## src/rtl/q_avg_sequencer.sv

```systemverilog
// Drives the measurement stage through 2**N_AVG_LOG2 samples and presents their average.
// Optional round-half-up averaging when Q_AVG_ROUND_EN is defined.
module q_avg_sequencer #(
    parameter int unsigned BUS_WIDTH  = 10,
    parameter int unsigned N_AVG_LOG2 = 2,
    parameter int unsigned TMO_WIDTH  = 12
) (
    input  logic                 clk,
    input  logic                 rst,
    input  logic                 enable,
    input  logic                 ready,
    input  logic [BUS_WIDTH-1:0] q_measured,
    output logic                 start,
    output logic [BUS_WIDTH-1:0] q_avg,
    output logic                 avg_valid,
    input  logic                 avg_ack,
    output logic                 busy,
    output logic                 timeout_err
);

    localparam int unsigned ACC_W  = BUS_WIDTH + N_AVG_LOG2;
    localparam int unsigned CNT_W  = (N_AVG_LOG2 == 0) ? 1 : N_AVG_LOG2;
    localparam int unsigned N_SAMP = 1 << N_AVG_LOG2;
`ifdef Q_AVG_ROUND_EN
    localparam int unsigned RND    = (1 << N_AVG_LOG2) >> 1;
`endif

    typedef enum logic [2:0] {
        IDLE,
        ARM,
        MEASURE,
        CAPTURE,
        DONE
    } state_t;

    state_t               state, state_nxt;
    logic [ACC_W-1:0]     acc, acc_nxt, acc_sum, avg_full;
    logic [CNT_W-1:0]     cnt, cnt_nxt;
    logic [TMO_WIDTH-1:0] tmo, tmo_nxt;
    logic [BUS_WIDTH-1:0] q_avg_nxt;
    logic                 terr_nxt;

    // Timeout fires in the MEASURE cycle that completes 2**TMO_WIDTH-1 cycles.
    localparam logic [TMO_WIDTH-1:0] TMO_LAST = {TMO_WIDTH{1'b1}} - TMO_WIDTH'(1);

    // Next-state and datapath updates
    always_comb begin
        state_nxt = state;
        acc_nxt   = acc;
        cnt_nxt   = cnt;
        tmo_nxt   = tmo;
        q_avg_nxt = q_avg;
        terr_nxt  = timeout_err;
        acc_sum   = acc + ACC_W'(q_measured);
`ifdef Q_AVG_ROUND_EN
        avg_full  = (acc_sum + ACC_W'(RND)) >> N_AVG_LOG2;
`else
        avg_full  = acc_sum >> N_AVG_LOG2;
`endif
        case (state)
            IDLE: begin
                if (enable) begin
                    state_nxt = ARM;
                    acc_nxt   = '0;
                    cnt_nxt   = '0;
                    terr_nxt  = 1'b0;
                end
            end
            ARM: begin
                tmo_nxt   = '0;
                state_nxt = enable ? MEASURE : IDLE;
            end
            MEASURE: begin
                tmo_nxt = tmo + TMO_WIDTH'(1);
                if (!enable) begin
                    state_nxt = IDLE;
                end else if (ready) begin
                    state_nxt = CAPTURE;
                end else if (tmo == TMO_LAST) begin
                    terr_nxt  = 1'b1;
                    state_nxt = IDLE;
                end
            end
            CAPTURE: begin
                if (!enable) begin
                    state_nxt = IDLE;
                end else begin
                    acc_nxt = acc_sum;
                    cnt_nxt = cnt + CNT_W'(1);
                    if (cnt == CNT_W'(N_SAMP - 1)) begin
                        q_avg_nxt = BUS_WIDTH'(avg_full);
                        state_nxt = DONE;
                    end else begin
                        state_nxt = ARM;
                    end
                end
            end
            DONE: begin
                if (avg_ack) begin
                    if (enable) begin
                        state_nxt = ARM;
                        acc_nxt   = '0;
                        cnt_nxt   = '0;
                    end else begin
                        state_nxt = IDLE;
                    end
                end
            end
            default: state_nxt = IDLE;
        endcase
    end

    // State, datapath and registered outputs derived from the upcoming state
    always_ff @(posedge clk or negedge rst) begin
        if (!rst) begin
            state       <= IDLE;
            acc         <= '0;
            cnt         <= '0;
            tmo         <= '0;
            q_avg       <= '0;
            timeout_err <= 1'b0;
            start       <= 1'b0;
            busy        <= 1'b0;
            avg_valid   <= 1'b0;
        end else begin
            state       <= state_nxt;
            acc         <= acc_nxt;
            cnt         <= cnt_nxt;
            tmo         <= tmo_nxt;
            q_avg       <= q_avg_nxt;
            timeout_err <= terr_nxt;
            start       <= (state_nxt == MEASURE) || (state_nxt == CAPTURE);
            busy        <= (state_nxt != IDLE);
            avg_valid   <= (state_nxt == DONE);
        end
    end

endmodule

```

## config.mk

```make
export PLATFORM = sky130hd
export DESIGN_NAME = q_avg_sequencer
export DESIGN_NICKNAME = d
export VERILOG_FILES = /design/src/rtl/q_avg_sequencer.sv
export SDC_FILE = /design/constraint.sdc
export NUM_CORES = 1
export LEC_CHECK = 0
export CAP_MARGIN = 20
export CORE_ASPECT_RATIO = 1.2
export CORE_MARGIN = 2
export CORE_UTILIZATION = 54
export DETAILED_ROUTE_END_ITERATION = 7
export PLACE_DENSITY_LB_ADDON = 0.1
export SETUP_SLACK_MARGIN = 0.1
export SYNTH_ARGS = -nofsm -noshare
export SYNTH_HDL_FRONTEND = slang
export SYNTH_SLANG_ARGS = --single-unit
```

## constraint.sdc

```tcl
create_clock -name clk -period 2.59 [get_ports clk]
set_clock_uncertainty 0.15 [all_clocks]
set_input_delay 0.6475 -clock clk [delete_from_list [all_inputs] [get_ports clk]]
set_output_delay 0.6475 -clock clk [all_outputs]
set_load 0.005 [all_outputs]
```

==> results of run 1 <==
area by class of cell:
cell class              count  area, um^2
clock inverters             2        60.1
repair buffers             50         459
inverters                   3        11.3
multi-input cells         168        1260
clock buffers               6        72.6
fillers                   304        1000
well taps                  54        67.6
flip-flops and latches     43        1080
worst paths after layout:
kind / endpoint / slack [ns] / from
worst max-delay path: q_avg[7] / 0.17 / q_measured[7]
worst min-delay path: tmo[5] / 0.11 / rst
worst max register to register: q_avg[8] / 0.43 / acc[0]
worst min register to register: tmo[11] / 0.34 / tmo[11]
max in group asynchronous: acc[11] / 1.50 / rst
min in group clk: tmo[11] / 0.34 / tmo[11]
cell usage in the layout, fill, tap and decap left out, types with 7 or more instances in the layout:
| cell type | instances |
|---|---|
| o21ai_0 | 18 |
| buf_4 | 21 |
| clkdlybuf4s50_1 | 23 |
| nand3_1 | 9 |
| a22o_1 | 10 |
| nor2_1 | 7 |
| a21oi_1 | 9 |
| nand2_1 | 26 |
| dfrtp_1 | 43 |
| ha_1 | 7 |
| mux2_2 | 7 |
cells in the mapped netlist, drive strengths merged (3+ instances only):
cell    instances
inv             3
o21ai          24
dfrtp          43
ha             13
buf             4
xnor2           5
nor2            7
nor2b           4
a22o           10
o211ai          3
mux2            7
xor2            4
a21o            3
clkbuf          3
nand2          27
nand4           5
a21oi          13
nand3          10
a31oi           3
and2            3
and4            3
report_power, final:
part / internal (mW) / switching (mW)
clock: 0.385 / 0.228
sequential: 0.703 / 0.0327
combinational: 0.157 / 0.158
flip-flops by register name (all words and copies together), names as in the netlist:
| signal | count |
|---|---|
| start | 1 |
| state | 3 |
| avg_valid | 1 |
| cnt | 2 |
| timeout_err | 1 |
| acc | 12 |
| q_avg | 10 |
| busy | 1 |
| tmo | 12 |
metal layers:
metal	routed length (um)	share of wire [%]	global-route usage (%)	vias up
li1	-	-	-	918
met1	2080	43	25.7	902
met2	2500	52	41.3	41
met3	177	3.7	4.19	8
met4	70	1.4	9.42	0
met5	0	0	0	-
per-stage QoR:
stage	worst slack, ns	power, mW	util [%]	hold slack [ns]
floorplan	0.185	0.909	-	0.202
global placement	-0.318	1.03	68.9	0.320
detailed placement	-0.370	1.03	68.9	0.331
CTS	0.107	1.66	73.4	0.115
global route	0.104	1.74	75.0	0.115
finish	0.171	1.66	75.0	0.110
timing repair:
item / 4_1_cts / 5_1_grt
buffers inserted: 0 / 1
resized for setup: 13 / 11
endpoints found under the setup margin: 10 / 10
pin swaps: 6 / 7
kinds of logic after synthesis:
family / count (synthesis) / share of synthesized area, %
multiplexers: 7 / 3.46
flip-flops: 43 / 47.3
buffers and inverters: 10 / 1.87
adder cells (fa/ha/maj): 14 / 8.03
AND/OR/NAND/NOR: 69 / 16.3
AO/OA/AOI/OAI: 69 / 19.6
XOR/XNOR: 9 / 3.46
==> flow_metrics.py, run 1 <==
metrics = {
    "sta": {
        "drv_slew": 0,
        "hold_viol": 0,
        "relSlewSlack_pct": 74.6,
        "finalSetupViolCount": 0,
        "min_period_ns": 2.42,
        "worst_pin_slew_ns": 0.381,
        "grt_setup_unrepaired": "false",
        "max_clock_freq_mhz": 413,
        "period_share_pct": 93.4,
        "setup_tns_ns": 0,
    },
    "outcome": {
        "outcome": "finished, final reports clean",
    },
    "layout": {
        "area_delta_synth_final_pct": 31.9,
        "antenna_cells": 0,
        "fin_nets": 300,
        "drive_gt1_share_pct": 20.6,
        "layoutNonFillerInstCount": 326,
        "stdcell_area_um2": 3000,
    },
    "place": {
        "dpl.hpwl_mm": 3.35,
        "dp.cells": 317,
        "place_area_um2": 2760,
        "place.gp.congestion": 0.949,
        "io_buffers": 28,
    },
    "synthesis": {
        "synth_nets": 250,
        "synth_area_leaders": "dfrtp_1, ha_1, o21ai_0",
        "ys_types": 45,
        "synth_top_area_share_pct": 47.3,
        "ys_warn_count": 0,
        "synthArstFlopShare_pct": 100,
        "ys_ff_latch": 43,
        "ys_seq_area_share_pct": 47.3,
        "synth_edf_count": 0,
        "synth_ff_type": "dfrtp_1",
        "synth_top_cell_by_area": "dfrtp_1",
        "netlist_instances": 221,
        "synth.avg_cell_area_um2": 10.3,
        "syn-cell-area_um2": 2280,
    },
    "cts": {
        "clockRootBuffer": "clkbuf_8",
        "cts_tree": "built",
        "clockBufferDepth": 2,
        "clock_latency_ns": 0.29,
        "cts_max_level": 2,
        "cts_sinks": 43,
        "clk_pin_slew_ns": 0.08,
        "holdBufCountCts": 0,
        "cts_buffers": 5,
    },
    "critical_path": {
        "critical_path_required_ns": 2.62,
        "cp_max_fo": 7,
        "cpMaxStageDelayCell": "clkdlybuf4s50_1",
        "cp.depth": 6,
        "critPathLaunchType": "input pin",
        "crit_path_end_kind": "flip-flop",
        "crit_path_max_incr_delay_ns": 0.41,
        "crit_type": "input pin to flip-flop",
        "reg2reg_depth": 8,
        "cp_data_arrival_time_ns": 2.45,
        "crit_chain": "clkdlybuf4s50_1 -> ha_1 -> and4_1 -> a221o_1 -> xor2_1 -> mux2_2",
        "cp_top_family": "buffers and inverters",
        "crit_buf_inv": 1,
    },
    "global_route": {
        "grt_overflow_total": 0,
        "grt_first_pass_wirelength_mm": 8.18,
        "grt_util_all_layers_pct": 22.3,
        "grt_pass1_vias": 1875,
        "antenna_found_initial": 0,
        "grt_max_degree": 28,
    },
    "drt": {
        "drtIter0Drc": 147,
        "detail_route.first_pass.iterations": 4,
        "drcViolationCount": 0,
        "vias": 1869,
        "vias_per_cell": 5.73,
        "antenna_left": 0,
        "wire_per_inst_um": 14.8,
        "drt_wl_total_mm": 4.83,
    },
    "floorplanning": {
        "initial_core_util_pct": 56.8,
        "die_h_um": 75.1,
        "core-area_um2": 4000,
        "die_x_um": 63.3,
        "rows": 25,
        "ioPinCount": 29,
        "die-area_um2": 4750,
    },
    "min_path": {
        "hp-class": "input pin to asynchronous set/reset pin",
    },
    "pwr": {
        "power.leakage_nw": 1.40,
        "pwr_density_cell_nw_per_um2": 554,
        "ir_drop_uv": 417,
    },
    "job": {
        "drv_cap": 0,
    },
}
No activity file was read; power rests on OpenSTA's default activity.
==> inputs of run 2 (changes only) <==
==> constraint.sdc (replaced) <==
create_clock -name clk -period 2.4 [get_ports clk]
set_clock_uncertainty 0.15 [all_clocks]
set_input_delay 0.6 -clock clk [delete_from_list [all_inputs] [get_ports clk]]
set_output_delay 0.6 -clock clk [all_outputs]
set_load 0.005 [all_outputs]
==> flow_metrics.py, run 2 (synthesis gave the netlist of run 1 again) <==
metrics = {
    "cts": {
        "cts_max_level": 2,
        "cts_tree": "built",
        "clockBufferDepth": 2,
        "clk_pin_slew_ns": 0.08,
        "clock_latency_ns": 0.30,
        "clockRootBuffer": "clkbuf_8",
        "cts_sinks": 43,
        "cts_buffers": 5,
    },
    "drt": {
        "drt_wl_total_mm": 5.46,
        "vias": 1981,
        "drtIter0Drc": 112,
        "drcViolationCount": 0,
        "vias_per_cell": 5.90,
        "antenna_left": 0,
        "detail_route.first_pass.iterations": 4,
        "wire_per_inst_um": 16.3,
    },
    "layout": {
        "antenna_cells": 0,
        "fin_nets": 310,
        "fill_cells": 274,
        "layout_common_cells": "dfrtp_1, buf_4, nand2_1, clkdlybuf4s50_1, o21ai_0",
        "mostFrequentLayoutCell": "dfrtp_1",
        "layoutNonFillerInstCount": 336,
        "drive_gt1_share_pct": 25.5,
        "final_core_util_pct": 78.0,
        "area_delta_synth_final_pct": 37.2,
        "biggestRegsByFlops": "acc: 12 flops, tmo: 12 flops, q_avg: 10 flops",
        "multi_input_area_um2": 1320,
        "ff_latch_area_um2": 1080,
    },
    "global_route": {
        "grt_max_degree": 44,
        "antenna_found_initial": 0,
        "grt_first_pass_wirelength_mm": 8.60,
        "grt_util_all_layers_pct": 23.7,
        "grt_pass1_vias": 1875,
        "grt_overflow_total": 0,
    },
    "min_path": {
        "hp-class": "input pin to asynchronous set/reset pin",
    },
    "pwr": {
        "clockPowerShare_pct": 36.2,
        "ir_drop_uv": 643,
        "pwr_density_cell_nw_per_um2": 592,
        "p_seq_share_pct": 43.0,
        "power.leakage_nw": 1.44,
        "p_switching_mw": 0.482,
        "p_sw_share_pct": 26.1,
        "internal_power_mw": 1.37,
        "combinationalPowerShare_pct": 20.8,
    },
    "floorplanning": {
        "core-area_um2": 4000,
        "rows": 25,
        "die-area_um2": 4750,
        "die_x_um": 63.3,
        "initial_core_util_pct": 56.8,
        "ioPinCount": 29,
        "die_h_um": 75.1,
    },
    "sta": {
        "max_clock_freq_mhz": 432,
        "layout_setup_ws_ns": 0.0855,
        "worst_pin_slew_ns": 0.522,
        "period_share_pct": 96.4,
        "min_period_ns": 2.31,
        "drv_slew": 0,
        "hold_viol": 0,
        "finalSetupViolCount": 0,
        "relSlewSlack_pct": 65.2,
        "grt_setup_unrepaired": "false",
    },
    "place": {
        "dp.cells": 323,
        "dp_worst_setup_slack_ns": -0.447,
        "dpl.hpwl_mm": 3.51,
        "place.gp.congestion": 0.933,
        "io_buffers": 28,
    },
    "critical_path": {
        "cp_top_family": "compound AO/OA/AOI/OAI gates",
        "critPathLaunchType": "input pin",
        "crit_type": "input pin to flip-flop",
        "cpMaxStageDelayCell": "fa_2",
        "cp_max_fo": 3,
        "critical_path_required_ns": 2.44,
        "crit_chain": "dlygate4sd2_1 -> ha_2 -> fa_2 -> a21oi_4 -> buf_6 -> o21a_1 -> o211ai_1 -> xnor2_1 -> o21ai_1",
        "cp_data_arrival_time_ns": 2.35,
        "crit_path_end_kind": "flip-flop",
        "crit_buf_inv": 2,
        "crit_path_max_incr_delay_ns": 0.37,
    },
    "job": {
        "drv_cap": 0,
    },
    "outcome": {
        "outcome": "finished, final reports clean",
    },
}
## run 2: cell types whose count changed in the layout (fill, tap and decap cells not counted), sizes merged
| cell | delta |
|---|---|
| clkdlybuf4s50 | -5 |
| clkbuf | +1 |
| buf | +10 |
| dlygate4sd2 | +4 |
## run 2: worst reg2reg max path, delay by kind of cell, from the launching register on
kind | cells | cell delay [ns]
buffers and inverters | 1 | 0.12
adder cells (fa/ha/maj) | 2 | 0.58
XOR/XNOR | 1 | 0.24
flip-flops | 1 | 0.39
AO/OA/AOI/OAI | 4 | 0.59
## run 2: layout make-up
class,instances,share of cell area (%)
tap,54,2.16
inverter,3,0.361
multi-input combinational,168,42.3
clock inverter,2,1.92
clock buffer,6,2.32
timing repair buffer,60,16.5
sequential,43,34.5
## run 2: power groups by stage
stage | registers [mW] | logic [mW] | clock network [mW]
global placement | 0.803 | 0.321 | 0
detailed placement | 0.805 | 0.329 | 0
floorplan | 0.793 | 0.194 | 0
finish | 0.796 | 0.384 | 0.669
global route | 0.802 | 0.421 | 0.704
CTS | 0.795 | 0.357 | 0.672
## run 2: final timing paths
kind / from / end / slack [ns] / depth (start not counted)
setup / recovery: q_measured[0] / q_avg[8] / 0.09 / 9
hold / removal: rst / tmo[5] / 0.21 / 2
setup reg to reg: acc[0] / q_avg[8] / 0.22 / 8
hold reg to reg: tmo[10] / tmo[10] / 0.34 / 1
max in group asynchronous: rst / acc[6] / 1.53 / 2
min in group clk: tmo[10] / tmo[10] / 0.34 / 1
## run 2: repair_timing
action	in CTS	in global routing
pin swaps	16	13
hold buffers	0	0
setup buffers	3	2
gates resized for setup	21	15
setup endpoints to repair	15	13
## run 2: layer usage
metal / track usage, % / vias up / routed length [um] / share of wire (%)
met3: 5.98 / 8 / 158 / 2.9
met5: 0 / - / 0 / 0
li1: - / 942 / - / -
met4: 11.4 / 0 / 68 / 1.2
met2: 42.2 / 36 / 2950 / 54
met1: 27.1 / 995 / 2290 / 42
## run 2: stage by stage
| step | power [mW] | hold slack, ns | cell area [um^2] | setup TNS (ns) |
|---|---|---|---|---|
| after global routing | 1.93 | 0.254 | 3120 | 0 |
| final | 1.85 | 0.205 | 3120 | 0 |
| after global placement | 1.12 | 0.318 | 2810 | -4.66 |
| after CTS | 1.82 | 0.227 | 3050 | 0 |
| after floorplan | 0.987 | 0.154 | 2300 | 0 |
| after detailed placement | 1.13 | 0.324 | 2810 | -5.10 |
==> inputs of run 3 (changes only) <==
--- a/config.mk
+++ b/config.mk
@@ -5,6 +5,7 @@
 export SDC_FILE = /design/constraint.sdc
 export NUM_CORES = 1
 export LEC_CHECK = 0
+export ABC_CLOCK_PERIOD_IN_PS = 2400
 export CAP_MARGIN = 20
 export CORE_ASPECT_RATIO = 1.2
 export CORE_MARGIN = 2
==> results of run 3 <==
Final layout, timing and power as in run 2 (identical DEF).
